File: src/rtl/hazard_ctrl_stage.sv
`default_nettype none
// ============================================================================
// Module      : hazard_ctrl_stage
// Description : ID/EX control-stage register with load-use hazard detection,
//               multi-cycle bubble insertion, branch flush, external freeze
//               and a saturating bubble counter for performance debug.
// Revision    : 1.0 - initial release
// ============================================================================
module hazard_ctrl_stage #(
    parameter int CTRL_W       = 20,
    parameter int MEMREAD_LSB  = 5,
    parameter int REG_AW       = 5,
    parameter int STALL_CYCLES = 1,
    parameter int CNT_W        = 16
) (
    input  logic              Clk,
    input  logic              Reset,
    input  logic [CTRL_W-1:0] CtrlIn,
    input  logic [REG_AW-1:0] IDRs,
    input  logic [REG_AW-1:0] IDRt,
    input  logic              IDUsesRt,
    input  logic [REG_AW-1:0] IDDst,
    input  logic              Flush,
    input  logic              ExtStall,
    output logic [CTRL_W-1:0] CtrlOut,
    output logic [REG_AW-1:0] EXDst,
    output logic              PCWrite,
    output logic              IFIDWrite,
    output logic              Bubble,
    output logic [CNT_W-1:0]  BubbleCount
);

    typedef enum logic [0:0] {
        ST_RUN   = 1'b0,
        ST_STALL = 1'b1
    } state_t;

    // Bubbles still owed after the hazard cycle itself.
    localparam logic [2:0]       c_STALL_RELOAD = 3'(STALL_CYCLES - 1);
    localparam bit               c_MULTI_CYCLE  = (STALL_CYCLES > 1);
    localparam logic [CNT_W-1:0] c_CNT_MAX      = '1;

    state_t              r_state;
    state_t              w_stateNext;
    logic [2:0]          r_remaining;
    logic [2:0]          w_remainingNext;
    logic [CTRL_W-1:0]   r_ctrl;
    logic [CTRL_W-1:0]   w_ctrlNext;
    logic [REG_AW-1:0]   r_dst;
    logic [REG_AW-1:0]   w_dstNext;
    logic [CNT_W-1:0]    r_count;
    logic                w_loadInEx;
    logic                w_srcMatch;
    logic                w_hazard;

    assign CtrlOut     = r_ctrl;
    assign EXDst       = r_dst;
    assign BubbleCount = r_count;

    // A load in EX whose destination feeds the ID instruction; $0 never hazards.
    assign w_loadInEx = |r_ctrl[MEMREAD_LSB+1:MEMREAD_LSB];
    assign w_srcMatch = (r_dst == IDRs) || (IDUsesRt && (r_dst == IDRt));
    assign w_hazard   = (r_state == ST_RUN) && w_loadInEx && (r_dst != '0) && w_srcMatch;

    // Next-state and fetch-control decode, priority ExtStall > Flush > stall > run.
    always_comb begin
        w_stateNext     = r_state;
        w_remainingNext = r_remaining;
        w_ctrlNext      = r_ctrl;
        w_dstNext       = r_dst;
        PCWrite         = 1'b1;
        IFIDWrite       = 1'b1;
        Bubble          = 1'b0;

        if (Reset) begin
            // Fetch stays enabled while the stage is held in reset.
        end else if (ExtStall) begin
            PCWrite   = 1'b0;
            IFIDWrite = 1'b0;
        end else if (Flush) begin
            w_stateNext     = ST_RUN;
            w_remainingNext = 3'd0;
            w_ctrlNext      = '0;
            w_dstNext       = '0;
        end else if (r_state == ST_STALL) begin
            PCWrite         = 1'b0;
            IFIDWrite       = 1'b0;
            Bubble          = 1'b1;
            w_ctrlNext      = '0;
            w_dstNext       = '0;
            w_remainingNext = r_remaining - 3'd1;
            if (r_remaining == 3'd1) begin
                w_stateNext = ST_RUN;
            end
        end else if (w_hazard) begin
            PCWrite    = 1'b0;
            IFIDWrite  = 1'b0;
            Bubble     = 1'b1;
            w_ctrlNext = '0;
            w_dstNext  = '0;
            if (c_MULTI_CYCLE) begin
                w_stateNext     = ST_STALL;
                w_remainingNext = c_STALL_RELOAD;
            end
        end else begin
            w_ctrlNext = CtrlIn;
            w_dstNext  = IDDst;
        end
    end

    // Pipeline register and stall state.
    always_ff @(posedge Clk or posedge Reset) begin
        if (Reset) begin
            r_state     <= ST_RUN;
            r_remaining <= 3'd0;
            r_ctrl      <= '0;
            r_dst       <= '0;
        end else begin
            r_state     <= w_stateNext;
            r_remaining <= w_remainingNext;
            r_ctrl      <= w_ctrlNext;
            r_dst       <= w_dstNext;
        end
    end

    // Saturating count of inserted hazard bubbles (flushes are not counted).
    always_ff @(posedge Clk or posedge Reset) begin
        if (Reset) begin
            r_count <= '0;
        end else if (Bubble && !ExtStall && (r_count != c_CNT_MAX)) begin
            r_count <= r_count + 1'b1;
        end
    end

endmodule
`default_nettype wire

File: config.mk
export PLATFORM = sky130hd
export DESIGN_NAME = hazard_ctrl_stage
export DESIGN_NICKNAME = d
export VERILOG_FILES = /design/src/rtl/hazard_ctrl_stage.sv
export SDC_FILE = /design/constraint.sdc
export NUM_CORES = 1
export LEC_CHECK = 0
export CORE_UTILIZATION = 35
export CTS_BUF_LIST = sky130_fd_sc_hd__clkbuf_4
export DETAILED_ROUTE_END_ITERATION = 12
export PLACE_DENSITY_LB_ADDON = 0.1
export SLEW_MARGIN = 15
export SYNTH_ARGS = -nofsm -noshare
export SYNTH_HDL_FRONTEND = slang
export SYNTH_SLANG_ARGS = --single-unit
export TNS_END_PERCENT = 100
File: constraint.sdc
create_clock -name Clk -period 3.7 [get_ports Clk]
set_input_delay 0.925 -clock Clk [delete_from_list [all_inputs] [get_ports Clk]]
set_output_delay 0.925 -clock Clk [all_outputs]
set_load 0.02 [all_outputs]
==> summary by stage <==
Yosys
The average instance in the mapped netlist occupies 11.6 um^2. The sequential area share after synthesis is 52.9%. The leading register cell type out of synthesis is dfrtp_1. The cell count after synthesis came out at 184. Of the post-synthesis cell area, the dominant cell type holds 52.9%. After synthesis, the share of flip-flops with an asynchronous set or reset is 100%. The largest total area in the synthesized netlist belongs to dfrtp_1.

The commonest cells after synthesis are 45 x dfrtp_1, 25 x a22o_1, 13 x xor2_1. In this run, synthesis produced a sequential element count of 45. Yosys printed 0 warnings. Ranked by total cell area, the synthesized netlist is headed by dfrtp_1 53%, a22o_1 10%, xor2_1 5.4%, xnor2_1 4.5%, nand3_1 2.1%.

dfrtp_1 is the most common cell in the netlist. The net count after synthesis is 227. In this run the cell area of the synthesized design comes to 2130 um^2. The number of distinct library cells after synthesis is 38. The count of flip-flops with a built-in enable after synthesis is 0.

Pwr
The power per cell area is 326 nW/um^2. The design draws 0.00101 W. The largest voltage drop on the vdd net is 0.000195 V. The static leakage is 1.37 nW.

Routing
Dividing the detail-routed wire length by the instance count gives 13.9 um. For this run, the detailed router's first-pass iteration total came to 4. Summed over all nets, wire length on met3 after detailed routing comes to 151 um. The average via count per standard cell is 4.87. After detailed routing, the number of remaining DRC violations is 0. In the final routing, the length of wire on met1 measures 2210 um. The routed layout has 1689 vias. The wire length on met2 is 2370 um. The routed design has 4810 um of wire. After detailed routing, no signal wire sits above met4.

The detail route stage leaves a number of antenna-violating nets equal to 0. For this block, the initial DRC count from the detailed router was 52.

Worst setup path
The number of buffer and inverter instances along the worst setup path is 3. The sort of element at the start of the critical path is an input pin. The slowest library cell on the worst path is clkdlybuf4s50_1. Among cell families on the critical path, the largest total delay comes from buffers and inverters.

For the worst setup path, the data required time is 2.77 ns. The critical path goes through clkdlybuf4s50_1 > xnor2_1 > nand3_1 > o22ai_1 > buf_4 > a21oi_2 > nor2_1 > o21ai_0 > dlygate4sd2_1. The kind of end point of the critical path is an output port. The highest cell delay on the worst timing path is 0.42 ns. The worst setup path category is input pin to output port. Of all nets on the critical path, the largest fanout is 2.

Data arrives at the worst endpoint at 2.58 ns.

Global route
The number of antenna violations at the first check in global routing is 0. Global routing consumed, over all layers together, 16.4% of the routing resources. The number of global-route vias before repair is 1711.

The global-route wire length before repair is 8020 um. For this run the aggregate overflow at the end of global routing stands at 0. Entering global routing, the biggest net connects 46 pins.

Place
The worst-case setup slack after placement is -0.113 ns. Buffers placed on the I/O ports in this run total 83. The half-perimeter wire length after detailed placement is 3450 um. Once placement completed, the tool counted placed cells totaling 340. Routability-driven placement finished with a final weighted congestion of 0.773.

STA
The final count of negative-setup-slack endpoints is 0. The worst hold slack after final layout is 0.497 ns. The fmax is 286 MHz.

The total count of max-transition violations in the final report is 0. The worst setup skew after layout is 0.0176 ns. At the pin with the least slew margin, the transition time is 0.940 ns. Of the available clock period, the critical path in the final layout requires 94.6%.

Setup repair after global routing left no endpoint under its margin. The worst-case setup margin in the final layout is 0.198 ns. Headroom to the max-slew limit came out at 37.4%. The smallest clock period supported by the final layout is computed as 3.50 ns. The final hold violation count was 0.

Cells and area
From synthesis to final layout, the design area changed by 45.0%. After the last flow step, the layout net total stands at 315. The fraction of final layout cells sized beyond drive strength 1 is 9.19%. After the flow finishes, the layout carries non-filler instances totaling 347. The utilization after layout is 52.4%. The repair_antennas step left the layout with diodes totalling 0.

Clocking
The clock tree synthesis step divided the H-tree into 2 levels. The number of buffers between clock root and the deepest sink is 2. The number of buffers inserted for hold repair after clock tree synthesis is 0.

After clock tree synthesis, the setup repair step added 0 buffers. The total number of clock tree sinks is 45. The clock reaches the later pin of the worst-skew pair after 0.35 ns.

The CTS tree is built. Clock-pin slew was measured on the worst setup and hold paths at 0.14 ns. The number of buffers created by CTS is 5. The tree is rooted in a clkbuf_4.

Floorplan
The floorplan has 28 rows. After floorplanning, the core was sized to cover 5890 um^2. 84 I/O pins were placed. Measured along the x axis, the die boundary spans 80.0 um. The die covers 6390 um^2. The vertical die dimension is 80.0 um.

Once the floorplan was initialized, standard cells occupied 36.1% of the core.

Run
The max-capacitance violation count is 0.

Run status
The run finished with clean final reports.

Hold path
The worst min-delay path category is flop to flop.
-- placed cells by master (no fill, tap or decap), drive strengths merged, types with 7 or more instances in the layout --
cell and n:
dfrtp 45, nor2 11, clkdlybuf4s50 80, xnor2 11, o21ai 7, nand3 9, xor2 13, nand2 11
buf 8, a22o 25
-- worst paths after layout --
kind | slack, ns | end | depth (start not counted) | startpoint
worst max-delay path | 0.20 | IFIDWrite | 9 | IDRs[4]
worst min-delay path | 0.50 | r_remaining[2] | 1 | r_remaining[2]
worst max register to register | 1.18 | CtrlOut[2] | 5 | EXDst[0]
worst min register to register | 0.50 | r_remaining[2] | 1 | r_remaining[2]
max in group asynchronous | 2.13 | EXDst[4] | 4 | Reset
min in group asynchronous | 1.17 | CtrlOut[15] | 4 | Reset
-- cell families after synthesis --
kind of cell	count (synthesis)	share of synthesized area (%)
AOI/OAI and AO/OA	39	14.9
xor gates and xnor gates	24	9.88
adders and majority gates	3	1.76
buffers and inverters	16	4.82
DFF	45	52.9
muxes	2	1.18
and+or+nand+nor	55	14.5
-- metal layers --
layer  global-route usage, %  vias to the layer above
li1                        -                      831
met1                    20.7                      813
met2                    27.8                       37
met3                    3.77                        8
met4                    5.00                        0
met5                       0                        -
-- worst reg2reg max path, cell delays in order (launching register included) --
cell and delay, ns:
dfrtp_1 0.46, or4_1 0.55, o22a_2 0.25, a21oi_2 0.16, and2_1 0.77, a22o_1 0.25
-- repair_timing --
| action | 4_1_cts | 5_1_grt |
|---|---|---|
| pin swaps | 0 | 0 |
| endpoints found under the setup margin | 2 | 1 |
| resized for setup | 2 | 1 |
-- where the power goes --
group	internal (W)	switching (W)
Clock	0.0000686	0.000155
Sequential	0.000522	0.0000272
Combinational	0.000133	0.000100
Total	0.000724	0.000283
-- flip-flops by register name, summed over array words and instances, names as in the netlist --
signal,count
r_state,1
CtrlOut,20
BubbleCount,16
EXDst,5
r_remaining,3
-- area by class of cell --
class	count	area [um^2]
Timing Repair Buffer	91	891
Fill cell	535	2800
Clock buffer	5	37.5
Multi-Input combinational cell	123	898
Sequential cell	45	1130
Inverter	6	26.3
Clock inverter	2	11.3
Tap cell	75	93.8
-- through the flow --
step           setup TNS, ns  area, um^2
4_1_cts                    0        3080
5_1_grt                    0        3080
3_3_place_gp          -0.169        3040
6_report                   0        3080
2_1_floorplan              0        2130
3_5_place_dp          -0.221        3040
(Power assumes the default switching activity.)
